**config.mk**
```make
export PLATFORM = sky130hd
export DESIGN_NAME = mux_nto1_scan
export DESIGN_NICKNAME = d
export VERILOG_FILES = /design/src/rtl/mux_nto1_scan.sv
export SDC_FILE = /design/constraint.sdc
export NUM_CORES = 1
export LEC_CHECK = 0
export CAP_MARGIN = 5
export CORE_UTILIZATION = 45
export DETAILED_ROUTE_END_ITERATION = 6
export PLACE_DENSITY = 0.81
export SLEW_MARGIN = 20
export SYNTH_ARGS = -nofsm -noshare
export SYNTH_HDL_FRONTEND = slang
export SYNTH_SLANG_ARGS = --single-unit
```
**constraint.sdc**
```tcl
create_clock -name clk -period 2.8 [get_ports clk]
set_input_delay 0.28 -clock clk [delete_from_list [all_inputs] [get_ports clk]]
set_output_delay 0.28 -clock clk [all_outputs]
set_load 0.05 [all_outputs]
```
**src/rtl/mux_nto1_scan.sv**
```systemverilog
// Registered N-channel, W-bit multiplexer with manual select and round-robin scan.
// Each scanned channel is held for DWELL enabled cycles.
module mux_nto1_scan #(
  parameter int WIDTH    = 8,
  parameter int CHANNELS = 8,
  parameter int SEL_W    = 3,
  parameter int DWELL    = 4
) (
  input  logic                      clk,
  input  logic                      rst,
  input  logic [CHANNELS*WIDTH-1:0] din,
  input  logic                      mode,
  input  logic [SEL_W-1:0]          sel,
  input  logic                      en,
  output logic [WIDTH-1:0]          dout,
  output logic                      dout_valid,
  output logic [SEL_W-1:0]          ch_idx,
  output logic                      wrap,
  output logic                      sel_err
);

  localparam int DW_W = (DWELL > 1) ? $clog2(DWELL) : 1;
  localparam logic [SEL_W-1:0] LAST_CH = SEL_W'(CHANNELS - 1);
  localparam logic [DW_W-1:0]  LAST_DW = DW_W'(DWELL - 1);

  typedef enum logic {
    ST_MANUAL = 1'b0,
    ST_SCAN   = 1'b1
  } state_t;

  state_t            state_r;
  logic [SEL_W-1:0]  ptr_r;
  logic [DW_W-1:0]   dwell_r;
  logic              sel_ok_s;
  logic [WIDTH-1:0]  sel_data_s;
  logic [WIDTH-1:0]  scan_data_s;

  function automatic logic [WIDTH-1:0] pick(
    input logic [CHANNELS*WIDTH-1:0] bus,
    input logic [SEL_W-1:0]          idx
  );
    logic [WIDTH-1:0] res;
    res = {WIDTH{1'b0}};
    for (int k = 0; k < CHANNELS; k++) begin
      res = (idx == SEL_W'(k)) ? bus[k*WIDTH +: WIDTH] : res;
    end
    return res;
  endfunction

  // 32-bit compare so CHANNELS == 2**SEL_W is handled without truncation
  assign sel_ok_s    = ({{(32-SEL_W){1'b0}}, sel} < 32'(CHANNELS));
  assign sel_data_s  = pick(din, sel);
  assign scan_data_s = pick(din, ptr_r);

  // Mode FSM, scan pointer/dwell counter and all registered outputs
  always_ff @(posedge clk or posedge rst) begin
    if (rst) begin
      state_r    <= ST_MANUAL;
      ptr_r      <= {SEL_W{1'b0}};
      dwell_r    <= {DW_W{1'b0}};
      dout       <= {WIDTH{1'b0}};
      dout_valid <= 1'b0;
      ch_idx     <= {SEL_W{1'b0}};
      wrap       <= 1'b0;
      sel_err    <= 1'b0;
    end else if (!en) begin
      dout_valid <= 1'b0;
      wrap       <= 1'b0;
      sel_err    <= 1'b0;
    end else if (state_t'(mode) != state_r) begin
      // one bubble edge on every mode change; dout and ch_idx hold
      state_r    <= state_t'(mode);
      dout_valid <= 1'b0;
      wrap       <= 1'b0;
      sel_err    <= 1'b0;
      if (mode) begin
        ptr_r   <= {SEL_W{1'b0}};
        dwell_r <= {DW_W{1'b0}};
      end else begin
        ptr_r   <= ptr_r;
        dwell_r <= dwell_r;
      end
    end else begin
      case (state_r)
        ST_MANUAL: begin
          wrap <= 1'b0;
          if (sel_ok_s) begin
            dout       <= sel_data_s;
            ch_idx     <= sel;
            dout_valid <= 1'b1;
            sel_err    <= 1'b0;
          end else begin
            dout       <= {WIDTH{1'b0}};
            dout_valid <= 1'b0;
            sel_err    <= 1'b1;
          end
        end
        ST_SCAN: begin
          dout       <= scan_data_s;
          ch_idx     <= ptr_r;
          dout_valid <= 1'b1;
          sel_err    <= 1'b0;
          if (dwell_r == LAST_DW) begin
            dwell_r <= {DW_W{1'b0}};
            if (ptr_r == LAST_CH) begin
              ptr_r <= {SEL_W{1'b0}};
              wrap  <= 1'b1;
            end else begin
              ptr_r <= ptr_r + SEL_W'(1);
              wrap  <= 1'b0;
            end
          end else begin
            dwell_r <= dwell_r + DW_W'(1);
            wrap    <= 1'b0;
          end
        end
        default: begin
          state_r    <= ST_MANUAL;
          dout_valid <= 1'b0;
          wrap       <= 1'b0;
          sel_err    <= 1'b0;
        end
      endcase
    end
  end

endmodule

```
==> flow_metrics.tcl <==
set metrics [dict create \
    path_class "flop to flop" \
    yosys_warnings 0 \
    die_w_um 73.10 \
    port_buffers 83 \
    hpwl_um 5977 \
    cts_hold_buf 0 \
    num_vias 2662 \
    synth_top_area_share_pct 20.90 \
    cts_sinks 19 \
    num_io_pins 85 \
    multiInputGateArea_um2 1608 \
    end_kind "flop" \
    rsz0062_at_grt "false" \
    drv_slew 0 \
    fin_crit_ps 2301 \
    power_density_nw_per_um2 794.8 \
    final_nets 441 \
    grt_usage_pct 29.90 \
    drtIter0Drc 253 \
    synth_area_um2 2275 \
    layout_common_cells "83 x clkdlybuf4s50_1, 27 x nand2_1, 25 x o21ai_0" \
    synthCells 287 \
    finalHoldViolations 0 \
    antenna_left 0 \
    synth_seq_cells 19 \
    vdd_drop_max_mv 0.4574 \
    cts_tree "done" \
    setup_tns_ps 0 \
    cp-start-kind "flop" \
    rows 25 \
    synth_area_leaders "dfrtp_1 21%, o21ai_0 5.5%, mux2_2 5.4%, ha_1 5.0%, mux4_2 5.0%" \
    antenna_found_initial 0 \
    layout.area.seq_um2 475.5 \
    syn_avg_cell_area_um2 7.926 \
    required_ps 2930 \
    synth-main-ff-cell "dfrtp_1" \
    cts-root-buf "clkbuf_8" \
    fillCellCount 421 \
    numCtsBuffers 3 \
    cts_max_path_buffers 2 \
    synth_top_area_cell "dfrtp_1" \
    vias_per_cell 6.234 \
    post_cts_resized 0 \
    core_um2 4786 \
    tightest_slew_ps 726.8 \
    clk_pin_slew_ps 70 \
    grt_start_max_net_pins 28 \
    utilization_pct 66.48 \
    drtPass1Iterations 5 \
    insertedDiodeCount 0 \
    grt_pass1_vias 2519 \
    wirelength_um 7736 \
    finalCritPeriodShare_pct 82.19 \
    min_path_type "primary input to async pin" \
    die-area_um2 5343 \
    ys_seq_area_share_pct 20.90 \
    setup_violations 0 \
    cts_setup_buffers 0 \
    yosysUniqueCellTypes 45 \
    p_leak_nw 1.226 \
    initial_core_util_pct 47.53 \
    cp_max_fo 18 \
    status "completed" \
    fp.dieH_um 73.10 \
    fin_skew_ps 0.3801 \
    final_common_cell "clkdlybuf4s50_1" \
    grt_pass1_wl_um 12170 \
    maxCapViolCount 0 \
    gp_congestion 0.9342 \
    slew_headroom_pct 51.49 \
    crit_arrival_ps 2430 \
    syn_nets 367 \
    overflow 0 \
    drc 0 \
    ys_async_sr_fraction_pct 100.0 \
    htree_levels 1 \
    syn_to_final_growth_pct 39.88 \
    insertion_delay_ps 250 \
    avgRoutedWirePerCell_um 18.12 \
    max_freq_mhz 434.5 \
    drive_above_1_share_pct 8.333 \
    synth_edf_count 0 \
    reg2reg_setup_slack_ps 500 \
]
[power by group]
group	total (mW)	switching (mW)	internal [mW]
clock network	0.190	0.0892	0.101
registers	0.476	0.0824	0.394
logic	1.86	1.12	0.742
total	2.53	1.29	1.24
[metrics by stage]
stage / power (mW) / setup slack (ps) / area [µm²] / hold slack, ps / instances
floorplan: 1.730 / 868.0 / 2275 / 231.1 / 287
global placement: 2.291 / 449.2 / 3137 / 469.8 / 423
detailed placement: 2.327 / 395.3 / 3137 / 472.6 / 423
CTS: 2.520 / 503.2 / 3182 / 472.0 / 427
global route: 2.697 / 339.0 / 3182 / 520.0 / 427
finish: 2.529 / 498.7 / 3182 / 449.0 / 427
[flip-flops by register name, summed over array words and instances, names as in the netlist]
register,cells
wrap,1
dout_valid,1
dwell_r,2
dout,8
ptr_r,3
ch_idx,3
state_r,1
[logic make-up after synthesis]
logic type	after synthesis	share of synthesized area (%)
buffers and inverters	41	8.415
flip-flops	19	20.90
multiplexers	21	14.74
AO/OA/AOI/OAI	107	31.30
other	1	0.1649
AND/OR/NAND/NOR	89	19.53
adder cells (fa/ha/maj)	9	4.951
[layout make-up]
class / instances / share of cell area, %
timing repair buffer: 93 / 28.47
sequential: 19 / 14.94
inverter: 17 / 2.006
multi-input combinational: 227 / 50.53
clock buffer: 4 / 1.416
tap: 67 / 2.635
[synth_stat cells, types with 3 or more instances]
library cell,number
nand2_1,27
o21ai_0,25
nor2_1,20
dfrtp_1,19
inv_1,16
a21oi_1,15
a31oi_1,14
nor2b_1,12
clkbuf_1,11
mux2_2,11
o22ai_1,10
buf_2,9
ha_1,9
o211ai_1,7
nand3_1,6
and3_1,5
mux4_2,5
nand2b_1,5
nor3b_1,5
o32ai_1,5
a211oi_1,4
a221o_1,4
o221ai_1,4
a22oi_1,3
and2_1,3
and3b_1,3
mux4_1,3
o31ai_1,3
o41ai_1,3
[layer usage]
metal  vias to the layer above  wire [µm]  part of all wire, %  track usage (%)
met1                      1251       3130                   40            37.54
li1                       1232          -                    -                -
met2                       161       3804                   49            51.85
met4                         0        176                  2.3            9.586
met3                        18        625                  8.1            5.110
met5                         -          0                    0                0
[final timing paths]
kind,from,to,depth (start not counted)
worst max-delay path,ptr_r[0],dout[5],7
worst min-delay path,rst,dout_valid,2
worst max register to register,ptr_r[0],dout[5],7
worst min register to register,ch_idx[1],ch_idx[1],2
max in group asynchronous,rst,dwell_r[0],2
min in group clk,ch_idx[1],ch_idx[1],2
[critical path, stage by stage (launching register included)]
cell	delay, ps
dfrtp_1	420
inv_1	140
ha_1	610
nand2_1	200
a31oi_1	210
o22ai_1	110
a211oi_1	350
o31ai_1	120
Power figures use the tool's default switching activity.
